<file path="config.mk">
export PLATFORM = sky130hd
export DESIGN_NAME = reduction_self_check
export DESIGN_NICKNAME = d
export VERILOG_FILES = /design/src/rtl/reduction_self_check.sv
export SDC_FILE = /design/constraint.sdc
export NUM_CORES = 1
export LEC_CHECK = 0
export ABC_CLOCK_PERIOD_IN_PS = 5800
export CELL_PAD_IN_SITES_DETAIL_PLACEMENT = 1
export CELL_PAD_IN_SITES_GLOBAL_PLACEMENT = 1
export CORE_ASPECT_RATIO = 1.4
export CORE_MARGIN = 2
export CORE_UTILIZATION = 45
export DETAILED_ROUTE_END_ITERATION = 12
export GPL_TIMING_DRIVEN = 0
export PLACE_DENSITY_LB_ADDON = 0.1
export RECOVER_POWER = 100
export REMOVE_ABC_BUFFERS = 1
export SYNTH_ARGS = -nofsm -noshare
export SYNTH_HDL_FRONTEND = slang
export SYNTH_SLANG_ARGS = --single-unit
</file>
<file path="constraint.sdc">
create_clock -name clock -period 5.8 [get_ports clock]
set_input_delay 0.58 -clock clock [delete_from_list [all_inputs] [get_ports clock]]
set_output_delay 0.58 -clock clock [all_outputs]
set_load 0.005 [all_outputs]
</file>
<file path="src/rtl/reduction_self_check.sv">
// Self-checking engine that streams WIDTH+2 deterministic patterns through wide AND/OR
// reductions and counts disagreements with equality references. Define REDCHK_XOR_EN to add an XOR/parity check.
module reduction_self_check #(
  parameter  int WIDTH = 68,
  parameter  int ERR_W = 8,
  localparam int IDX_W = $clog2(WIDTH + 2)
) (
  input  logic             clock,
  input  logic             reset,
  input  logic             start,
  input  logic             inject,
  output logic             busy,
  output logic             done,
  output logic             pass,
  output logic [ERR_W-1:0] err_count,
  output logic             first_err_valid,
  output logic [IDX_W-1:0] first_err_idx
);

  typedef enum logic [2:0] {
    IDLE  = 3'd0,
    GEN   = 3'd1,
    DRAIN = 3'd2,
    DONE  = 3'd3
  } state_t;

  localparam logic [IDX_W-1:0] LAST_IDX = IDX_W'(WIDTH + 1);

  // k=0 all zeros, k=1..WIDTH all ones with bit k-1 cleared, k=WIDTH+1 all ones
  function automatic logic [WIDTH-1:0] pattern_of(input logic [IDX_W-1:0] k);
    logic [WIDTH-1:0] p;
    for (int i = 0; i < WIDTH; i++) begin
      p[i] = (k != {IDX_W{1'b0}}) && (k != IDX_W'(i + 1));
    end
    return p;
  endfunction

`ifdef REDCHK_XOR_EN
  // Parity reference from an adder chain, so it shares no structure with the ^ tree
  function automatic logic popcount_lsb(input logic [WIDTH-1:0] v);
    logic [IDX_W-1:0] cnt;
    cnt = {IDX_W{1'b0}};
    for (int i = 0; i < WIDTH; i++) begin
      cnt = cnt + IDX_W'(v[i]);
    end
    return cnt[0];
  endfunction
`endif

  state_t           state_r;
  logic [WIDTH-1:0] pat_r;
  logic [IDX_W-1:0] pat_idx_r;
  logic             pat_vld_r;
  logic             drain_r;

  logic             s1_vld_r;
  logic [IDX_W-1:0] s1_idx_r;
  logic             and_r;
  logic             or_r;
  logic             ref_all1_r;
  logic             ref_nz_r;
`ifdef REDCHK_XOR_EN
  logic             xor_r;
  logic             ref_par_r;
`endif

  logic             inj_s;
  logic             mismatch_s;

  // inject applies to the pattern currently held in the pattern register during GEN
  assign inj_s = inject && (state_r == GEN);

  // Sequencer: issues patterns, then drains the pipeline before the done pulse
  always_ff @(posedge clock or negedge reset) begin
    if (!reset) begin
      state_r   <= IDLE;
      pat_r     <= {WIDTH{1'b0}};
      pat_idx_r <= {IDX_W{1'b0}};
      pat_vld_r <= 1'b0;
      drain_r   <= 1'b0;
      busy      <= 1'b0;
      done      <= 1'b0;
    end else begin
      done <= 1'b0;
      case (state_r)
        IDLE: begin
          if (start) begin
            state_r   <= GEN;
            pat_r     <= pattern_of({IDX_W{1'b0}});
            pat_idx_r <= {IDX_W{1'b0}};
            pat_vld_r <= 1'b1;
            busy      <= 1'b1;
          end else begin
            pat_vld_r <= 1'b0;
            busy      <= 1'b0;
          end
        end
        GEN: begin
          if (pat_idx_r == LAST_IDX) begin
            state_r   <= DRAIN;
            pat_vld_r <= 1'b0;
            drain_r   <= 1'b0;
          end else begin
            pat_r     <= pattern_of(pat_idx_r + {{(IDX_W-1){1'b0}}, 1'b1});
            pat_idx_r <= pat_idx_r + {{(IDX_W-1){1'b0}}, 1'b1};
            pat_vld_r <= 1'b1;
          end
        end
        DRAIN: begin
          if (drain_r) begin
            state_r <= DONE;
            done    <= 1'b1;
          end else begin
            drain_r <= 1'b1;
          end
        end
        DONE: begin
          state_r <= IDLE;
          busy    <= 1'b0;
        end
        default: begin
          state_r   <= IDLE;
          pat_vld_r <= 1'b0;
          busy      <= 1'b0;
        end
      endcase
    end
  end

  // Stage 1: reductions under test alongside their independent references
  always_ff @(posedge clock or negedge reset) begin
    if (!reset) begin
      s1_vld_r   <= 1'b0;
      s1_idx_r   <= {IDX_W{1'b0}};
      and_r      <= 1'b0;
      or_r       <= 1'b0;
      ref_all1_r <= 1'b0;
      ref_nz_r   <= 1'b0;
`ifdef REDCHK_XOR_EN
      xor_r      <= 1'b0;
      ref_par_r  <= 1'b0;
`endif
    end else begin
      s1_vld_r   <= pat_vld_r;
      s1_idx_r   <= pat_idx_r;
      and_r      <= &pat_r;
      or_r       <= |pat_r;
      ref_all1_r <= (pat_r == {WIDTH{1'b1}}) ^ inj_s;
      ref_nz_r   <= (pat_r != {WIDTH{1'b0}});
`ifdef REDCHK_XOR_EN
      xor_r      <= ^pat_r;
      ref_par_r  <= popcount_lsb(pat_r);
`endif
    end
  end

  // Stage 2 compare: any failing check counts the pattern once
  always_comb begin
    mismatch_s = (and_r != ref_all1_r) || (or_r != ref_nz_r);
`ifdef REDCHK_XOR_EN
    mismatch_s = mismatch_s || (xor_r != ref_par_r);
`endif
  end

  // Result bookkeeping: cleared on start, pass only refreshed on the edge into DONE
  always_ff @(posedge clock or negedge reset) begin
    if (!reset) begin
      err_count       <= {ERR_W{1'b0}};
      first_err_valid <= 1'b0;
      first_err_idx   <= {IDX_W{1'b0}};
      pass            <= 1'b0;
    end else if ((state_r == IDLE) && start) begin
      err_count       <= {ERR_W{1'b0}};
      first_err_valid <= 1'b0;
      first_err_idx   <= {IDX_W{1'b0}};
      pass            <= 1'b0;
    end else begin
      if (s1_vld_r && mismatch_s) begin
        if (err_count != {ERR_W{1'b1}}) begin
          err_count <= err_count + {{(ERR_W-1){1'b0}}, 1'b1};
        end
        if (!first_err_valid) begin
          first_err_valid <= 1'b1;
          first_err_idx   <= s1_idx_r;
        end
      end
      if ((state_r == DRAIN) && drain_r) begin
        pass <= (err_count == {ERR_W{1'b0}});
      end
    end
  end

endmodule

</file>
==> impl_results.html <==
<table>
<tr><th>Metric</th><th>Value</th></tr>
<tr><th colspan="2">Setup path</th></tr>
<tr><td>Data required time of the worst path</td><td>5470 ps</td></tr>
<tr><td>Worst R2R End</td><td>pat_r[5]$_DFFE_PN0P_</td></tr>
<tr><td>Origin of the critical flop-to-flop path</td><td>pat_idx_r[0]$_DFFE_PN0P_</td></tr>
<tr><td>Cell count along the critical path</td><td>1</td></tr>
<tr><td>Critical path buffers and inverters</td><td>1</td></tr>
<tr><td>Largest fanout on the critical path</td><td>63</td></tr>
<tr><td>Worst-case register-to-register setup slack</td><td>2730 ps</td></tr>
<tr><td>Worst setup EP type</td><td>asynchronous set/reset pin</td></tr>
<tr><td>Crit path largest cell delay</td><td>2380 ps</td></tr>
<tr><td>CP delay by family, top</td><td>buffers and inverters</td></tr>
<tr><td>Series of cell instances along the critical path</td><td>clkbuf_1</td></tr>
<tr><td>Data arrival time at the worst-slack endpoint</td><td>3020 ps</td></tr>
<tr><td>Crit path capture</td><td>pat_r[35]$_DFFE_PN0P_</td></tr>
<tr><td>Kind of start point of the critical path</td><td>input pin</td></tr>
<tr><td>Slowest stage cell on the critical path</td><td>sky130_fd_sc_hd__clkbuf_1</td></tr>
<tr><td>Beginning of the critical path</td><td>reset</td></tr>
<tr><td>Cell count of the worst reg-to-reg path</td><td>6</td></tr>
<tr><td>Category of the critical setup timing path</td><td>input pin to asynchronous set/reset pin</td></tr>
<tr><th colspan="2">Clock tree</th></tr>
<tr><td>Total CTS buffers</td><td>9</td></tr>
<tr><td>Clock root buffer</td><td>sky130_fd_sc_hd__clkbuf_16</td></tr>
<tr><td>Number of buffers added for setup after CTS</td><td>0</td></tr>
<tr><td>Cts repair resizes</td><td>0</td></tr>
<tr><td>Clock Sink Count</td><td>108</td></tr>
<tr><td>Clk slew on worst S/H paths</td><td>70 ps</td></tr>
<tr><td>Maximum clock path buffer count</td><td>2</td></tr>
<tr><td>Clk_lat worst skew</td><td>340 ps</td></tr>
<tr><td>Post-CTS Hold Buffers</td><td>0</td></tr>
<tr><td>Clock tree from TritonCTS</td><td>done</td></tr>
<tr><td>Number of H-tree branching levels</td><td>3</td></tr>
<tr><th colspan="2">STA</th></tr>
<tr><td>Skew final</td><td>7.52 ps</td></tr>
<tr><td>Slew headroom</td><td>-130%</td></tr>
<tr><td>Setup Total Neg Slack</td><td>0 ps</td></tr>
<tr><td>Final worst setup slack</td><td>2450 ps</td></tr>
<tr><td>Transition time of the tightest slew-check pin</td><td>3450 ps</td></tr>
<tr><td>Total setup violations reported at the end of the flow</td><td>0</td></tr>
<tr><td>Setup repair after global routing missed its margin</td><td>false</td></tr>
<tr><td>Upper clock frequency limit</td><td>0.299 GHz</td></tr>
<tr><td>Final Max Slew Viols</td><td>74</td></tr>
<tr><td>Time the final worst path needs with I/O delays and setup</td><td>3350 ps</td></tr>
<tr><td>Final hold violations</td><td>0</td></tr>
<tr><td>Fraction of the cycle the final worst path needs</td><td>57.7%</td></tr>
<tr><th colspan="2">Placement</th></tr>
<tr><td>HPWL after detailed placement</td><td>8.60 mm</td></tr>
<tr><td>Port Buffers</td><td>22</td></tr>
<tr><td>RD Place Congestion</td><td>0.813</td></tr>
<tr><td>Worst setup timing slack at the placement stage</td><td>2750 ps</td></tr>
<tr><th colspan="2">Logic synthesis</th></tr>
<tr><td>Simple-gate share of the synthesized area</td><td>21.0%</td></tr>
<tr><td>Number of synthesized register bits</td><td>108</td></tr>
<tr><td>Compound-gate portion of the synthesized area</td><td>17.4%</td></tr>
<tr><td>Area share of the largest cell type after synthesis</td><td>52.0%</td></tr>
<tr><td>Portion of netlist area occupied by mux cells</td><td>0.602%</td></tr>
<tr><td>Number of distinct standard cells referenced by the synthesized netlist</td><td>54</td></tr>
<tr><td>Cells after synthesis</td><td>539</td></tr>
<tr><td>Largest family of logic cells by synthesized area</td><td>simple AND/OR/NAND/NOR gates</td></tr>
<tr><td>Parity-gate share of the synthesized area counting xor and xnor cells</td><td>1.52%</td></tr>
<tr><td>Syn_area_per_cell</td><td>9.63 um2</td></tr>
<tr><td>Yosys Warn Count</td><td>0</td></tr>
<tr><td>Post-Synth Adder-Cell Area</td><td>2.89%</td></tr>
<tr><td>Library cell occupying the most area in the post-synthesis netlist</td><td>sky130_fd_sc_hd__dfrtp_1</td></tr>
<tr><td>EDFF count, synth</td><td>0</td></tr>
<tr><td>Combined area of all synthesized cells</td><td>0.00519 mm2</td></tr>
<tr><td>Share of the yosys chip area belonging to registers</td><td>52.0%</td></tr>
<tr><td>Largest cells by area after synthesis</td><td>sky130_fd_sc_hd__dfrtp_1, sky130_fd_sc_hd__o21ai_2, sky130_fd_sc_hd__nand2_1</td></tr>
<tr><td>Primary FF master, synth</td><td>sky130_fd_sc_hd__dfrtp_1</td></tr>
<tr><td>Async set-or-reset flop fraction in the synthesized netlist</td><td>100%</td></tr>
<tr><th colspan="2">Layout</th></tr>
<tr><td>Most used cells in the layout excluding fill and tap cells</td><td>sky130_fd_sc_hd__dfrtp_1, sky130_fd_sc_hd__nand2_1, sky130_fd_sc_hd__o21ai_0</td></tr>
<tr><td>Combined area of the multi-input logic cells</td><td>0.00210 mm2</td></tr>
<tr><td>Proportion of layout cells with a drive suffix above 1</td><td>6.93%</td></tr>
<tr><td>Count of nets after finishing</td><td>560</td></tr>
<tr><td>Layout overhead on the synthesized area</td><td>7.49%</td></tr>
<tr><td>Fill cell count</td><td>1307</td></tr>
<tr><td>Most common library cell in the layout ignoring fill and taps</td><td>sky130_fd_sc_hd__dfrtp_1</td></tr>
<tr><td>FF/Latch Area</td><td>0.00270 mm2</td></tr>
<tr><td>N_diodes</td><td>0</td></tr>
<tr><th colspan="2">Worst hold path</th></tr>
<tr><td>Classification of the worst-slack hold path</td><td>flop to flop</td></tr>
<tr><th colspan="2">Die</th></tr>
<tr><td>Number of standard-cell rows in the floorplan</td><td>46</td></tr>
<tr><td>Number of placed I/O pins</td><td>23</td></tr>
<tr><td>Floorplan core area</td><td>0.0113 mm2</td></tr>
<tr><td>Starting Density</td><td>46.0%</td></tr>
<tr><td>DIE AREA</td><td>0.0124 mm2</td></tr>
<tr><td>Height of the die</td><td>131 um</td></tr>
<tr><td>Die outline width</td><td>94.8 um</td></tr>
<tr><th colspan="2">Job</th></tr>
<tr><td>Max capacitance violation total</td><td>2</td></tr>
<tr><th colspan="2">Drt</th></tr>
<tr><td>Drt pass-1 iters</td><td>4</td></tr>
<tr><td>Via Count</td><td>3860</td></tr>
<tr><td>Detailed Route WL</td><td>12.6 mm</td></tr>
<tr><td>DR iter-0 viols</td><td>99</td></tr>
<tr><td>Antenna-violating nets left</td><td>0</td></tr>
<tr><td>WL per Instance</td><td>18.2 um</td></tr>
<tr><td>Via density per instance</td><td>5.58</td></tr>
<tr><td>Number of remaining DRC errors</td><td>0</td></tr>
<tr><th colspan="2">Power</th></tr>
<tr><td>Leakage power total</td><td>2.41 nW</td></tr>
<tr><td>Areal power density over the cells</td><td>483 mW/mm2</td></tr>
<tr><td>Worst VDD drop</td><td>0.203 mV</td></tr>
<tr><th colspan="2">Outcome</th></tr>
<tr><td>Violated checks</td><td>capacitance limit, slew limit</td></tr>
<tr><td>Result of the run</td><td>complete, but fails checks</td></tr>
<tr><th colspan="2">Global route</th></tr>
<tr><td>Global route overflow</td><td>0</td></tr>
<tr><td>First-pass GRT wire length</td><td>21.0 mm</td></tr>
<tr><td>Number of global-route vias before repair</td><td>4102</td></tr>
<tr><td>Number of antenna violations at the first check in global routing</td><td>0</td></tr>
<tr><td>Largest net degree at the start of global routing</td><td>67</td></tr>
<tr><td>Total routing resource utilization after global routing</td><td>21.6%</td></tr>
</table>
-- worst reg2reg max path, stage by stage (launching register included) --
cell and delay, ps:
sky130_fd_sc_hd__dfrtp_1 640, sky130_fd_sc_hd__ha_1 450, sky130_fd_sc_hd__nand2_1 290, sky130_fd_sc_hd__o41ai_1 610
sky130_fd_sc_hd__o211ai_1 570, sky130_fd_sc_hd__nor2_1 250, sky130_fd_sc_hd__o21ai_0 110
-- through the flow --
stage | instances | hold slack, ps | area (um2) | total power [mW] | util [%]
2_1_floorplan | 509 | 284 | 5000 | 1.93 | -
3_3_place_gp | 675 | 367 | 5400 | 2.21 | 47.9
3_5_place_dp | 677 | 384 | 5460 | 2.27 | 48.4
4_1_cts | 692 | 363 | 5750 | 2.90 | 51.0
5_1_grt | 692 | 415 | 5580 | 2.92 | 49.5
6_report | 692 | 388 | 5580 | 2.70 | 49.5
-- layer usage --
layer  GRT usage (%)  vias up  part of all wire, %
met5               0        -                    0
met4            6.36        0                  1.9
met3            3.67       15                  3.4
met2            37.6       53                   53
met1            26.9     1950                   42
li1                -     1842                    -
-- sequential cells by signal, indices dropped and copies added, names as in the netlist --
name,count
and_r,1
busy,1
done,1
drain_r,1
err_count,8
first_err_idx,7
first_err_valid,1
pass,1
pat_idx_r,7
pat_r,68
pat_vld_r,1
ref_all1_r,1
s1_idx_r,7
s1_vld_r,1
state_r,2
-- cells in the mapped netlist, types with 7 or more instances --
| cell type | count |
|---|---|
| sky130_fd_sc_hd__dfrtp_1 | 108 |
| sky130_fd_sc_hd__nand2_1 | 87 |
| sky130_fd_sc_hd__nor2_1 | 74 |
| sky130_fd_sc_hd__o21ai_0 | 43 |
| sky130_fd_sc_hd__o21ai_2 | 40 |
| sky130_fd_sc_hd__nand4_1 | 19 |
| sky130_fd_sc_hd__buf_2 | 14 |
| sky130_fd_sc_hd__ha_1 | 12 |
| sky130_fd_sc_hd__inv_1 | 12 |
| sky130_fd_sc_hd__a21oi_1 | 10 |
| sky130_fd_sc_hd__nor2_2 | 10 |
| sky130_fd_sc_hd__nor3_1 | 10 |
| sky130_fd_sc_hd__xnor2_1 | 8 |
| sky130_fd_sc_hd__a22o_1 | 7 |
| sky130_fd_sc_hd__buf_6 | 7 |
| sky130_fd_sc_hd__or3_1 | 7 |
-- final cells by class --
class | instances | area share (%)
clock buffer | 11 | 4.35
clock inverter | 4 | 0.897
inverter | 12 | 0.807
multi-input combinational | 389 | 37.6
sequential | 108 | 48.4
tap | 144 | 3.23
timing repair buffer | 24 | 4.69
-- worst min path at each step --
| stage | start | to | slack (ps) | depth (start not counted) |
|---|---|---|---|---|
| detailed placement | pat_vld_r$_DFFE_PN0N_ | s1_vld_r$_DFF_PN0_ | 380 | 0 |
| global placement | pat_vld_r$_DFFE_PN0N_ | s1_vld_r$_DFF_PN0_ | 370 | 0 |
| floorplan | reset | and_r$_DFF_PN0_ | 280 | 0 |
| CTS | reset | s1_idx_r[2]$_DFF_PN0_ | 360 | 1 |
| global route | pat_vld_r$_DFFE_PN0N_ | s1_vld_r$_DFF_PN0_ | 410 | 0 |
| finish | pat_vld_r$_DFFE_PN0N_ | s1_vld_r$_DFF_PN0_ | 390 | 0 |
-- power breakdown --
group / switching (mW) / internal [mW] / total [mW]
clock: 0.267 / 0.344 / 0.610
sequential: 0.194 / 1.06 / 1.26
combinational: 0.530 / 0.299 / 0.829
-- kinds of logic after synthesis --
kind of cell / after synthesis
flip-flops: 108
XOR/XNOR: 9
AO/OA/AOI/OAI: 128
adder cells (fa/ha/maj): 12
multiplexers: 3
buffers and inverters: 42
AND/OR/NAND/NOR: 237
Note: power is estimated with default switching activity, not from simulation.
